`config.mk`:
```
export PLATFORM = sky130hd
export DESIGN_NAME = serial_adder
export DESIGN_NICKNAME = d
export VERILOG_FILES = /design/src/rtl/serial_adder.sv
export SDC_FILE = /design/constraint.sdc
export NUM_CORES = 1
export LEC_CHECK = 0
export BUFFER_PORTS_ARGS = -buffer_cell sky130_fd_sc_hd__buf_2
export CAP_MARGIN = 20
export CORE_MARGIN = 1.5
export CORE_UTILIZATION = 55
export DETAILED_ROUTE_END_ITERATION = 10
export PLACE_DENSITY = 0.77
export SLEW_MARGIN = 20
export SYNTH_ARGS = -nofsm -noshare
export SYNTH_HDL_FRONTEND = slang
export SYNTH_SLANG_ARGS = --single-unit
export TNS_END_PERCENT = 20
```
`constraint.sdc`:
```
create_clock -name clk -period 1.9 [get_ports clk]
set_input_delay 0.095 -clock clk [delete_from_list [all_inputs] [get_ports clk]]
set_output_delay 0.095 -clock clk [all_outputs]
set_load 0.02 [all_outputs]
```
`src/rtl/serial_adder.sv`:
```
// serial_adder: bit-serial WIDTH-bit adder using one full-adder cell and a carry flop.
// Operands are taken through a valid/ready handshake. The sum is formed LSB-first,
// one bit per clock, and then offered through a valid/ready output handshake.
//   clk, rst            rising-edge clock, asynchronous active-high reset
//   in_valid/in_ready   operand handshake (in_ready only in IDLE)
//   a, b, cin           operands and carry-in to bit 0
//   out_valid/out_ready result handshake (out_valid only in DONE)
//   sum, cout           (a+b+cin) mod 2^WIDTH and carry out of the MSB, held until next DONE

// One-bit full adder cell
module serial_adder_fa (
  input  logic x,
  input  logic y,
  input  logic ci,
  output logic s,
  output logic co
);
  assign s  = x ^ y ^ ci;
  assign co = (x & y) | ((x ^ y) & ci);
endmodule

module serial_adder #(
  parameter int WIDTH = 8
) (
  input  logic             clk,
  input  logic             rst,
  input  logic             in_valid,
  output logic             in_ready,
  input  logic [WIDTH-1:0] a,
  input  logic [WIDTH-1:0] b,
  input  logic             cin,
  output logic             out_valid,
  input  logic             out_ready,
  output logic [WIDTH-1:0] sum,
  output logic             cout
);
  localparam int CW = (WIDTH > 1) ? $clog2(WIDTH) : 1;

  typedef enum logic [1:0] {IDLE, RUN, DONE} state_t;

  state_t           state, state_nx;
  logic [WIDTH-1:0] a_sh, b_sh, sum_sh;
  logic             carry;
  logic [CW-1:0]    cnt;
  logic             s_bit, c_nx, last;

  serial_adder_fa u_fa (
    .x  (a_sh[0]),
    .y  (b_sh[0]),
    .ci (carry),
    .s  (s_bit),
    .co (c_nx)
  );

  assign last      = (cnt == CW'(WIDTH - 1));
  assign in_ready  = (state == IDLE);
  assign out_valid = (state == DONE);

  always_ff @(posedge clk or posedge rst) begin
    if (rst) state <= IDLE;
    else     state <= state_nx;
  end

  always_comb begin
    state_nx = state;
    case (state)
      IDLE:    if (in_valid)  state_nx = RUN;
      RUN:     if (last)      state_nx = DONE;
      DONE:    if (out_ready) state_nx = IDLE;
      default: state_nx = IDLE;
    endcase
  end

  always_ff @(posedge clk or posedge rst) begin
    if (rst) begin
      a_sh   <= '0;
      b_sh   <= '0;
      sum_sh <= '0;
      carry  <= 1'b0;
      cnt    <= '0;
      sum    <= '0;
      cout   <= 1'b0;
    end else begin
      case (state)
        IDLE: if (in_valid) begin
          a_sh  <= a;
          b_sh  <= b;
          carry <= cin;
          cnt   <= '0;
        end
        RUN: begin
          a_sh   <= a_sh >> 1;
          b_sh   <= b_sh >> 1;
          carry  <= c_nx;
          sum_sh <= {s_bit, sum_sh[WIDTH-1:1]};
          // hold cnt on the last bit so it never runs past WIDTH-1
          if (!last) cnt <= cnt + 1'b1;
          else begin
            sum  <= {s_bit, sum_sh[WIDTH-1:1]};
            cout <= c_nx;
          end
        end
        default: ;
      endcase
    end
  end
endmodule

```
== Word-level counts from Yosys, hierarchy flattened ==
Cells that the tools add are included.

* Flip-flop bits (word level): 39
* Output and inout port bits: 11
* Logic and storage cells: 40
* Bits of input ports: 21

* $add $sub $neg: 1
* Mux-type cells: 13
* Bitwise logic cells: 5
* Reductions and logical operators: 6
* Eq/ne operators: 7

{| class="wikitable"
|+ Operators by type and width
! kind !! count
|-
| $pmux 8 s2 || 2
|-
| $mux 8 || 2
|-
| $mux 2 || 3
|-
| $mux 3 || 2
|-
| $ne 2x2->1 const B || 3
|-
| $pmux 2 s3 || 1
|-
| $pmux 3 s2 || 1
|-
| $reduce_and 3->1 || 2
|-
| $reduce_and 2->1 || 2
|-
| $add 3x1->3 const B || 1
|-
| $eq 3x3->1 const B || 1
|-
| $and 1x1->1 || 2
|-
| $eq 2x1->1 const B || 1
|-
| $eq 2x2->1 const B || 1
|-
| $logic_not 2->1 || 1
|-
| $ne 2x1->1 const B || 1
|-
| $pmux 1 s2 || 1
|-
| $reduce_bool 2->1 || 1
|-
| $xor 1x1->1 || 2
|-
| $mux 1 || 1
|-
| $or 1x1->1 || 1
|}

== Longest topological paths before layout ==
Gate-level depths: netlist of the first run.

* Depth in word-level cells: 4
* Mapped depth: 5
* Depth with buffers taken out: 4

== Modules after synthesis ==
Synthesis of the first run repeated with hierarchy kept, for this count alone.

* Cell total of the unflattened synthesis: 152
* Area total of the unflattened synthesis: 1,873.0 µm²

{| class="wikitable"
|+ Modules (own cells, without submodules)
! module !! area an instance (µm²) !! seq. area each (µm²) !! cells an instance !! instances
|-
| serial_adder || 1,853.0 || 950.9 || 151 || 1
|-
| serial_adder_fa || 20.0 || 0.0 || 1 || 1
|}

== Worst setup path before layout of the first run ==
No wires, ideal clock.

* Path type: register -> register
* Start point: reg cnt[0]
* End point: reg cout
* Arrival time: 1,378 ps
* Stages on the path, launching flop included: 6
* Period minus slack after synthesis: 1,503 ps
* Setup time: 125 ps
* Buffers on the path: 1
* Path slack: 397 ps
* Data required time: 1,775 ps
* Path through: dfrtp_1 -> ha_1 -> ha_1 -> nand3b_1 -> buf_6 -> mux2_4

* Cells in the longest elaborated chain, start to end: 2

{| class="wikitable"
|+ RTL lines
! element !! RTL line !! text
|-
| start, declared || 44 || <nowiki>logic [CW-1:0] cnt;</nowiki>
|-
| start signal, assigned || 97 || <nowiki>if (!last) cnt <= cnt + 1'b1;</nowiki>
|-
| $eq 3x3->1 || 55 || <nowiki>assign last = (cnt == CW'(WIDTH - 1));</nowiki>
|-
| $reduce_and 2->1 (no source line) || n/a ||
|-
| end signal, assigned || 100 || <nowiki>cout <= c_nx;</nowiki>
|-
| end, declared || 35 || <nowiki>output logic cout</nowiki>
|}

Every way passes these cells.
A chain may end at the register's enable or synchronous reset.

== Worst setup path after layout of the first run ==
* Start point: reg cnt[0]
* End point: reg sum[5]

* Cells in the longest elaborated chain, start to end: 2

{| class="wikitable"
|+ RTL lines
! element !! RTL line !! text
|-
| $eq 3x3->1 || 55 ||
|-
| $reduce_and 2->1 (no source line) || n/a ||
|-
| end signal, assigned || 99 || <nowiki>sum <= {s_bit, sum_sh[WIDTH-1:1]};</nowiki>
|-
| end, declared || 34 || <nowiki>output logic [WIDTH-1:0] sum,</nowiki>
|}

Every way passes these cells.

==> results.toml, run 1 <==
[route]
drt_iter0_markers = 62
vias = 1345
vias_per_cell = 5.72
drt_wl_total_um = 3900
route.detailed.wl_per_inst_um = 16.6
ant_nets = 0
drtPass1Iterations = 4
drc_errors = 0

[logic_synthesis]
synthTopCellsByArea = "dfrtp_1 47%, mux2_4 7.5%, nor4b_2 6.0%"
postSynth.asyncResetShare_pct = 100
ys.flop_type = "dfrtp_1"
syn_area_um2 = 2010
ys_ff_latch = 38
yosysWarningCount = 0
synth_most_common_cell = "dfrtp_1"
synth_cell_types = 31
synth_top_area_cell = "dfrtp_1"
avgSynthCellArea_um2 = 13.1
syn-instance-count = 153
syn-num-nets = 177
ys_seq_area_share_pct = 47.3
synthTopCellsByCount = "38 x dfrtp_1, 16 x inv_1, 10 x mux2_4"
synth_top_area_share_pct = 47.3
synth-edff-count = 0

[worst_setup_path]
crit_slowest_cell = "dfrtp_1"
crit_fanout = 10
arrival_ns = 1.95
critPathKind = "register to register"
critPathMaxStageDelay_ns = 0.44
crit_family = "adder cells"
crit_chain = "ha_1 > ha_1 > nand3b_1 > buf_4 > mux2_4"
crit_top_cell = "ha_1"
crit_path_end_kind = "register"
r2r_slack_ns = 0.18
critPathLaunchType = "register"
crit_required_ns = 2.14
path_buf_inv = 1

[timing]
fin_crit_ns = 1.72
relSlewSlack_pct = 47.9
worst_pin_slew_ns = 0.780
finClkSkew_ns = 0.00625
setup_viol_count_final = 0
fin_crit_sh_pct = 90.3
maxClockFrequency_mhz = 583
maxSlewViolCount = 0
hold_viol = 0
rsz0062_at_grt = "no"
setup_tns_ns = 0

[power]
cellPowerDensity_nw_per_um2 = 1650
p_leak_nw = 1.11
peakVddDrop_mv = 0.806

[floorplan]
fp.dieW_um = 63.5
coreArea_um2 = 3420
die_h_um = 63.5
die_area_um2 = 4030
num_rows = 21
start_util_pct = 58.9
num_io_pins = 32

[global_routing]
grt_pass1_vias = 1403
grtUsageTotal_pct = 21.3
use_met3_pct = 4.29
grt_max_degree = 39
antenna_found_initial = 0
busiest_layer = "met2"
use_met2_pct = 35.1
grt_use_met1_pct = 26.5
grt_overflow_total = 0
grt_first_pass_wirelength_um = 6600

[cells_and_area]
finish.utilization_pct = 67.7
drive_gt1_share_pct = 44.4
area_growth_pct = 15.0
num-fill-cells = 271
antennaDiodeCount = 0
nets = 212

[cts]
cts.sinks = 38
cts_resized = 0
numCtsBuffers = 5
clk_latency_ns = 0.34
cts_hold_buffers = 2
clockBufferDepth = 2
cts_root_buf = "clkbuf_4"
clkSlewWorstSetupHoldPaths_ns = 0.12
h-tree-depth = 2
cts_tree = "done"
postCtsSetupRepairBufs = 0

[hold_path]
hold_class = "input pin to register"

[run_status]
status = "finished clean"

[place]
post-dp-hpwl_um = 2720
gp_congestion = 0.723
portBuffers = 31

[job]
cap_violations = 0
[final timing paths]
check                                       from             endpoint  cells past startpoint
max                           cnt[0]$_DFFE_PP0P_   sum[5]$_DFFE_PP0P_                      5
max reg2reg                   cnt[0]$_DFFE_PP0P_   sum[5]$_DFFE_PP0P_                      5
min                                         a[5]  a_sh[5]$_DFFE_PP0P_                      3
max in group asynchronous                    rst  b_sh[7]$_DFFE_PP0P_                      4
min in group asynchronous                    rst   sum[1]$_DFFE_PP0P_                      4
min reg2reg                sum_sh[1]$_DFFE_PP0N_   sum[0]$_DFFE_PP0P_                      1
[routing by layer]
metal  part of all wire, %  vias up  wire length (um)
met5                     0        -                 0
met4                   3.2        0               123
met3                   3.6       15               142
met2                    48       34              1860
met1                    45      669              1770
li1                      -      627                 -
[cells by family after synthesis]
| kind of cell | count (synthesis) | share of synthesized area (%) |
|---|---|---|
| adders and majority gates | 3 | 2.24 |
| AOI/OAI and AO/OA | 24 | 12.5 |
| and+or+nand+nor | 44 | 18.8 |
| buffers and inverters | 28 | 8.33 |
| muxes | 16 | 10.8 |
| DFF | 38 | 47.3 |
[cells in the final DEF, fill, tap and decap left out, types with 2 or more instances in the layout]
master         count
ha_1               2
o221ai_1           2
or4b_1             3
buf_4              6
dlygate4sd3_1      2
dfrtp_1           38
nand3_1            2
mux2_4            10
nor2_1             8
nand2b_1           5
nor3b_1            7
o221a_2            3
nor4bb_1           2
buf_2             31
a221oi_2           7
inv_1             16
mux2_2             6
a211oi_1           5
nor4b_1            5
a211o_1            3
nor4b_2            8
clkbuf_4           5
bufinv_16          2
[registers in the layout (all words and copies together) (netlist names)]
register / cells
a_sh: 8
state: 2
sum_sh: 7
cout: 1
b_sh: 8
cnt: 3
sum: 8
carry: 1
[report_power, final]
part	total [mW]	switching [mW]	leakage [nW]	internal, mW
logic	1.61	0.778	0.598	0.835
clock network	0.714	0.269	0.0585	0.446
registers	1.50	0.308	0.450	1.19
[worst register-to-register path: stages (launching register included)]
cell and delay [ns]:
dfrtp_1 0.44, ha_1 0.24, ha_1 0.26, nand3b_1 0.12, buf_4 0.23, mux2_4 0.33
[final cells by class]
| type | count | area, um^2 | share of cell area [%] |
|---|---|---|---|
| clock inverter | 2 | 60.1 | 2.60 |
| clock buffer | 6 | 51.3 | 2.22 |
| multi-input combinational | 87 | 893 | 38.6 |
| sequential | 38 | 951 | 41.1 |
| inverter | 16 | 60.1 | 2.60 |
| timing repair buffer | 40 | 240 | 10.4 |
| tap | 46 | 57.6 | 2.49 |
[per-stage QoR]
stage / cells / total power [mW] / setup WS (ns) / instance area, um^2 / hold slack (ns)
finish: 235 / 3.83 / 0.185 / 2310 / 0.0777
global route: 235 / 4.07 / 0.119 / 2310 / 0.0749
CTS: 235 / 3.84 / 0.197 / 2310 / 0.0679
detailed placement: 225 / 3.13 / 0.212 / 2180 / 0.230
global placement: 225 / 2.99 / 0.334 / 2180 / 0.220
floorplan: 153 / 2.76 / 0.397 / 2010 / 0.203
Power figures use the tool's default switching activity.
==> inputs of run 2 (changes only) <==
PLACE_DENSITY = not set   (was 0.77)
PLACE_DENSITY_LB_ADDON = 0.2   (was not set)
TNS_END_PERCENT = not set   (was 20)
==> run 2 against run 1 <==
Setup slack got worse by 0.0043 ns. Final cell count decreased by 0.43%. Die area is the same. Via count shrank 2.6%. Sequential power about the same. Register-to-register slack gained 0.05 ns. Maximum frequency is 0.25% lower. Combinational power barely moved. Core utilization shrank 0.73 points. Largest cell class unchanged. Largest power group unchanged. Highest routed layer unchanged.
==> results.toml, run 2 (synthesized netlist as in run 1, its figures left out) <==
[run_status]
status = "finished clean"

[power]
switching_share_pct = 35.5
p_switching_mw = 1.33
peakVddDrop_mv = 0.750
power_frac_seq_pct = 39.4
clockPowerShare_pct = 18.3
p_int_mw = 2.42
p_leak_nw = 1.10
cellPowerDensity_nw_per_um2 = 1640
p_total_mw = 3.74
pwr-share-comb_pct = 42.3

[worst_setup_path]
crit_required_ns = 1.80
reg2reg_to = "sum[0]$_DFFE_PP0P_"
reg2reg_from = "cnt[0]$_DFFE_PP0P_"
arrival_ns = 1.62
ff2ff_path_depth = 5
crit_path_end_kind = "output pin"
critPathKind = "register to output pin"
critPathLaunchType = "register"
crit_fanout = 21
r2r_slack_ns = 0.23

[timing]
rsz0062_at_grt = "no"
hold_viol = 0
setup_viol_count_final = 0
fin_crit_sh_pct = 90.5
finClkSkew_ns = 0.0114
fin_crit_ns = 1.72
relSlewSlack_pct = 48.7
setup_tns_ns = 0
worst_pin_slew_ns = 0.768
maxSlewViolCount = 0
maxClockFrequency_mhz = 582

[floorplan]
coreArea_um2 = 3420
fp.dieW_um = 63.5
die_h_um = 63.5
num_io_pins = 32
start_util_pct = 58.9
num_rows = 21
die_area_um2 = 4030

[cells_and_area]
largestRegisters = "a_sh (8), b_sh (8), sum (8)"
mostFrequentLayoutCells = "38 x dfrtp_1, 31 x buf_2, 16 x inv_1"
nets = 211
final_common_cell = "dfrtp_1"
drive_gt1_share_pct = 44.1
antennaDiodeCount = 0
multi_input_area_um2 = 893
num-fill-cells = 282
regArea_um2 = 951
area_growth_pct = 13.7

[route]
drt_wl_total_um = 3740
vias = 1310
ant_nets = 0
drt_iter0_markers = 43
route.detailed.wl_per_inst_um = 16.0
vias_per_cell = 5.60
drtPass1Iterations = 4
drc_errors = 0

[place]
gp_congestion = 0.721
portBuffers = 31
post-dp-hpwl_um = 2570

[job]
cap_violations = 0

[global_routing]
antenna_found_initial = 0
grt_pass1_vias = 1335
grtUsageTotal_pct = 20.5
grt_first_pass_wirelength_um = 6250
grt_max_degree = 39
grt_overflow_total = 0

[cts]
h-tree-depth = 2
cts_tree = "done"
postCtsSetupRepairBufs = 0
clockBufferDepth = 2
numCtsBuffers = 5
cts_root_buf = "clkbuf_4"
clk_latency_ns = 0.35
clkSlewWorstSetupHoldPaths_ns = 0.12
cts_resized = 0
cts.sinks = 38

[hold_path]
min_from = "a[5]"
hold_class = "input pin to register"
holdPathStages = 3
holdPathEnd = "a_sh[5]$_DFFE_PP0P_"
==> run 2: cell count changes in the layout (fill, tap and decap cells not counted), sizes merged <==
cell | previous run | this run
clkinv | 0 | 1
buf | 38 | 37
clkbuf | 6 | 5
==> run 2: metrics by stage <==
stage / instance area (um^2) / instances / hold slack (ns) / setup slack [ns] / util [%]
after global routing: 2290 / 234 / 0.0805 / 0.0506 / 67.0
final: 2290 / 234 / 0.0722 / 0.180 / 67.0
after floorplan: 2010 / 153 / 0.203 / 0.397 / -
after detailed placement: 2160 / 224 / 0.235 / 0.243 / 63.3
after CTS: 2290 / 234 / 0.0626 / 0.158 / 67.0
after global placement: 2160 / 224 / 0.220 / 0.322 / 63.3
==> run 2: power groups by stage <==
stage	Sequential (mW)	Combinational, mW	Clock (mW)
after floorplan	1.51	1.25	0
after global placement	1.46	1.51	0
after detailed placement	1.49	1.59	0
after CTS	1.48	1.61	0.699
after global routing	1.53	1.72	0.733
final	1.47	1.58	0.685
==> run 2: layer usage <==
layer | vias up | global-route usage (%) | share of wire (%)
li1 | 626 | - | -
met1 | 656 | 26.9 | 46
met3 | 5 | 4.82 | 3.5
met4 | 0 | 7.34 | 1.5
met2 | 23 | 33.2 | 49
met5 | - | 0 | 0
==> run 2: worst max-delay path, cell delays in order, from the launching register on <==
cell,delay [ns]
dfrtp_1,0.67
buf_4,0.39
nor2_1,0.06
buf_2,0.16
==> run 2: area by class of cell <==
class / instances / area share, %
tap: 46 / 2.52
timing repair buffer: 39 / 9.62
clock buffer: 5 / 1.64
multi-input combinational: 87 / 39.0
sequential: 38 / 41.6
clock inverter: 3 / 3.01
inverter: 16 / 2.62
==> run 2: how the worst max path moves through the flow <==
stage,from,end,slack (ns),depth (start not counted)
floorplan,cnt[0]$_DFFE_PP0P_,cout$_DFFE_PP0P_,0.40,5
global placement,cnt[0]$_DFFE_PP0P_,sum[6]$_DFFE_PP0P_,0.32,5
detailed placement,cnt[0]$_DFFE_PP0P_,sum[2]$_DFFE_PP0P_,0.24,5
CTS,state[0]$_DFFE_PP0P_,in_ready,0.16,3
global route,state[0]$_DFFE_PP0P_,in_ready,0.05,3
finish,state[0]$_DFFE_PP0P_,in_ready,0.18,3
==> run 2: what timing repair did <==
item                                   in CTS  in global routing
setup endpoints to repair                   0                  0
hold buffers                                2                  0
endpoints found under the hold margin      39                  0
==> inputs of run 3 (changes only) <==
CTS_BUF_LIST = sky130_fd_sc_hd__clkbuf_16   (was not set)
==> run 3 against run 2 <==
Sequential cell count unchanged. Highest routed layer unchanged. Clock power up 56%. Clock-buffer cell count did not move. Clock skew decreased by 0.0059 ns. Global-route usage increased by 0.59 points. Power is 11% higher.
==> results.toml, run 3 (synthesized netlist as in run 1, its figures left out) <==
[power]
p_int_mw = 2.76
p_leak_nw = 1.13
peakVddDrop_mv = 0.880
switching_share_pct = 33.3
power_frac_seq_pct = 36.0
p_switching_mw = 1.38
cellPowerDensity_nw_per_um2 = 1750
clockPowerShare_pct = 25.7
pwr-share-comb_pct = 38.4

[worst_setup_path]
critPathLaunchType = "register"
crit_fanout = 10
r2r_slack_ns = 0.24
reg2reg_to = "cout$_DFFE_PP0P_"
reg2reg_from = "cnt[0]$_DFFE_PP0P_"
worstSetupStartpoint = "cnt[0]$_DFFE_PP0P_"
arrival_ns = 1.82
ff2ff_path_depth = 5
critPathKind = "register to register"
crit_path_end_kind = "register"
worstSetupEndpoint = "cout$_DFFE_PP0P_"
crit_required_ns = 2.06

[global_routing]
antenna_found_initial = 0
grt_overflow_total = 0
grt_pass1_vias = 1355
grtUsageTotal_pct = 21.1
grt_max_degree = 39
grt_first_pass_wirelength_um = 6380

[cts]
cts_resized = 0
numCtsBuffers = 5
clkSlewWorstSetupHoldPaths_ns = 0.06
postCtsSetupRepairBufs = 0
cts.sinks = 38
clk_latency_ns = 0.28
clockBufferDepth = 2
cts_hold_buffers = 1
cts_root_buf = "clkbuf_16"
cts_tree = "done"
h-tree-depth = 2

[floorplan]
die_area_um2 = 4030
die_h_um = 63.5
num_io_pins = 32
start_util_pct = 58.9
fp.dieW_um = 63.5
num_rows = 21
coreArea_um2 = 3420

[run_status]
status = "finished clean"

[cells_and_area]
instances_no_fill = 233
antennaDiodeCount = 0
num-fill-cells = 260
nets = 210
largestRegisters = "a_sh (8), b_sh (8), sum (8)"
final_common_cell = "dfrtp_1"
area_growth_pct = 17.6
mostFrequentLayoutCells = "38 x dfrtp_1, 31 x buf_2, 16 x inv_1"
drive_gt1_share_pct = 44.4

[timing]
rsz0062_at_grt = "no"
maxClockFrequency_mhz = 603
setup_tns_ns = 0
fin_crit_sh_pct = 87.2
finClkSkew_ns = 0.00543
setup_viol_count_final = 0
maxSlewViolCount = 0
hold_viol = 0
fin_crit_ns = 1.66
setup_ws_ns = 0.242
relSlewSlack_pct = 48.4
worst_pin_slew_ns = 0.773

[route]
highest_layer = "met4"
drt_iter0_markers = 62
vias_per_cell = 5.59
drtPass1Iterations = 4
m1WireLength_um = 1710
route.met2.wl_um = 1960
ant_nets = 0
vias = 1302
route.detailed.wl_per_inst_um = 16.4
dr_wl_met3_um = 112
drt_wl_total_um = 3830
drc_errors = 0

[place]
dp.cells = 224
post-dp-hpwl_um = 2570
portBuffers = 31
gp_congestion = 0.721
post-place-ws_ns = 0.243

[hold_path]
min_from = "out_ready"
hold_class = "input pin to register"

[job]
cap_violations = 0
run 3: how the worst min path moves through the flow:
| stage | endpoint | cells past startpoint |
|---|---|---|
| 2_1_floorplan | state[1]$_DFFE_PP0P_ | 1 |
| 3_3_place_gp | sum[6]$_DFFE_PP0P_ | 3 |
| 3_5_place_dp | sum[5]$_DFFE_PP0P_ | 3 |
| 4_1_cts | state[1]$_DFFE_PP0P_ | 2 |
| 5_1_grt | state[1]$_DFFE_PP0P_ | 2 |
| 6_report | state[1]$_DFFE_PP0P_ | 2 |
run 3: metrics by stage:
stage | util (%) | hold WS [ns] | cell area, um^2 | total power, mW
final | 69.3 | 0.0114 | 2370 | 4.15
after global routing | 69.3 | 0.0481 | 2370 | 4.38
after CTS | 69.3 | 0.00646 | 2370 | 4.19
after detailed placement | 63.3 | 0.235 | 2160 | 3.09
after global placement | 63.3 | 0.220 | 2160 | 2.97
after floorplan | - | 0.203 | 2010 | 2.76
run 3: per-layer routing:
layer	GRT usage, %	vias up
li1	-	629
met1	26.6	646
met2	35.0	22
met3	5.36	5
met4	7.61	0
met5	0	-
run 3: power by group through the flow:
stage,clock network [mW],logic (mW),registers (mW)
after floorplan,0,1.25,1.51
after global placement,0,1.51,1.46
after detailed placement,0,1.59,1.49
after CTS,1.08,1.61,1.49
after global routing,1.12,1.72,1.54
final,1.07,1.59,1.49
run 3: layout make-up:
class | instances | area (um^2) | share of cell area (%)
Clock buffer | 5 | 125 | 5.29
Clock inverter | 3 | 68.8 | 2.91
Inverter | 16 | 60.1 | 2.54
Multi-Input combinational cell | 87 | 893 | 37.8
Sequential cell | 38 | 951 | 40.2
Tap cell | 46 | 57.6 | 2.43
Timing Repair Buffer | 38 | 210 | 8.88
run 3: critical path: stages (launching register included):
cell,delay [ns]
dfrtp_1,0.41
ha_1,0.22
ha_1,0.25
nand3b_1,0.11
buf_4,0.23
mux2_4,0.32
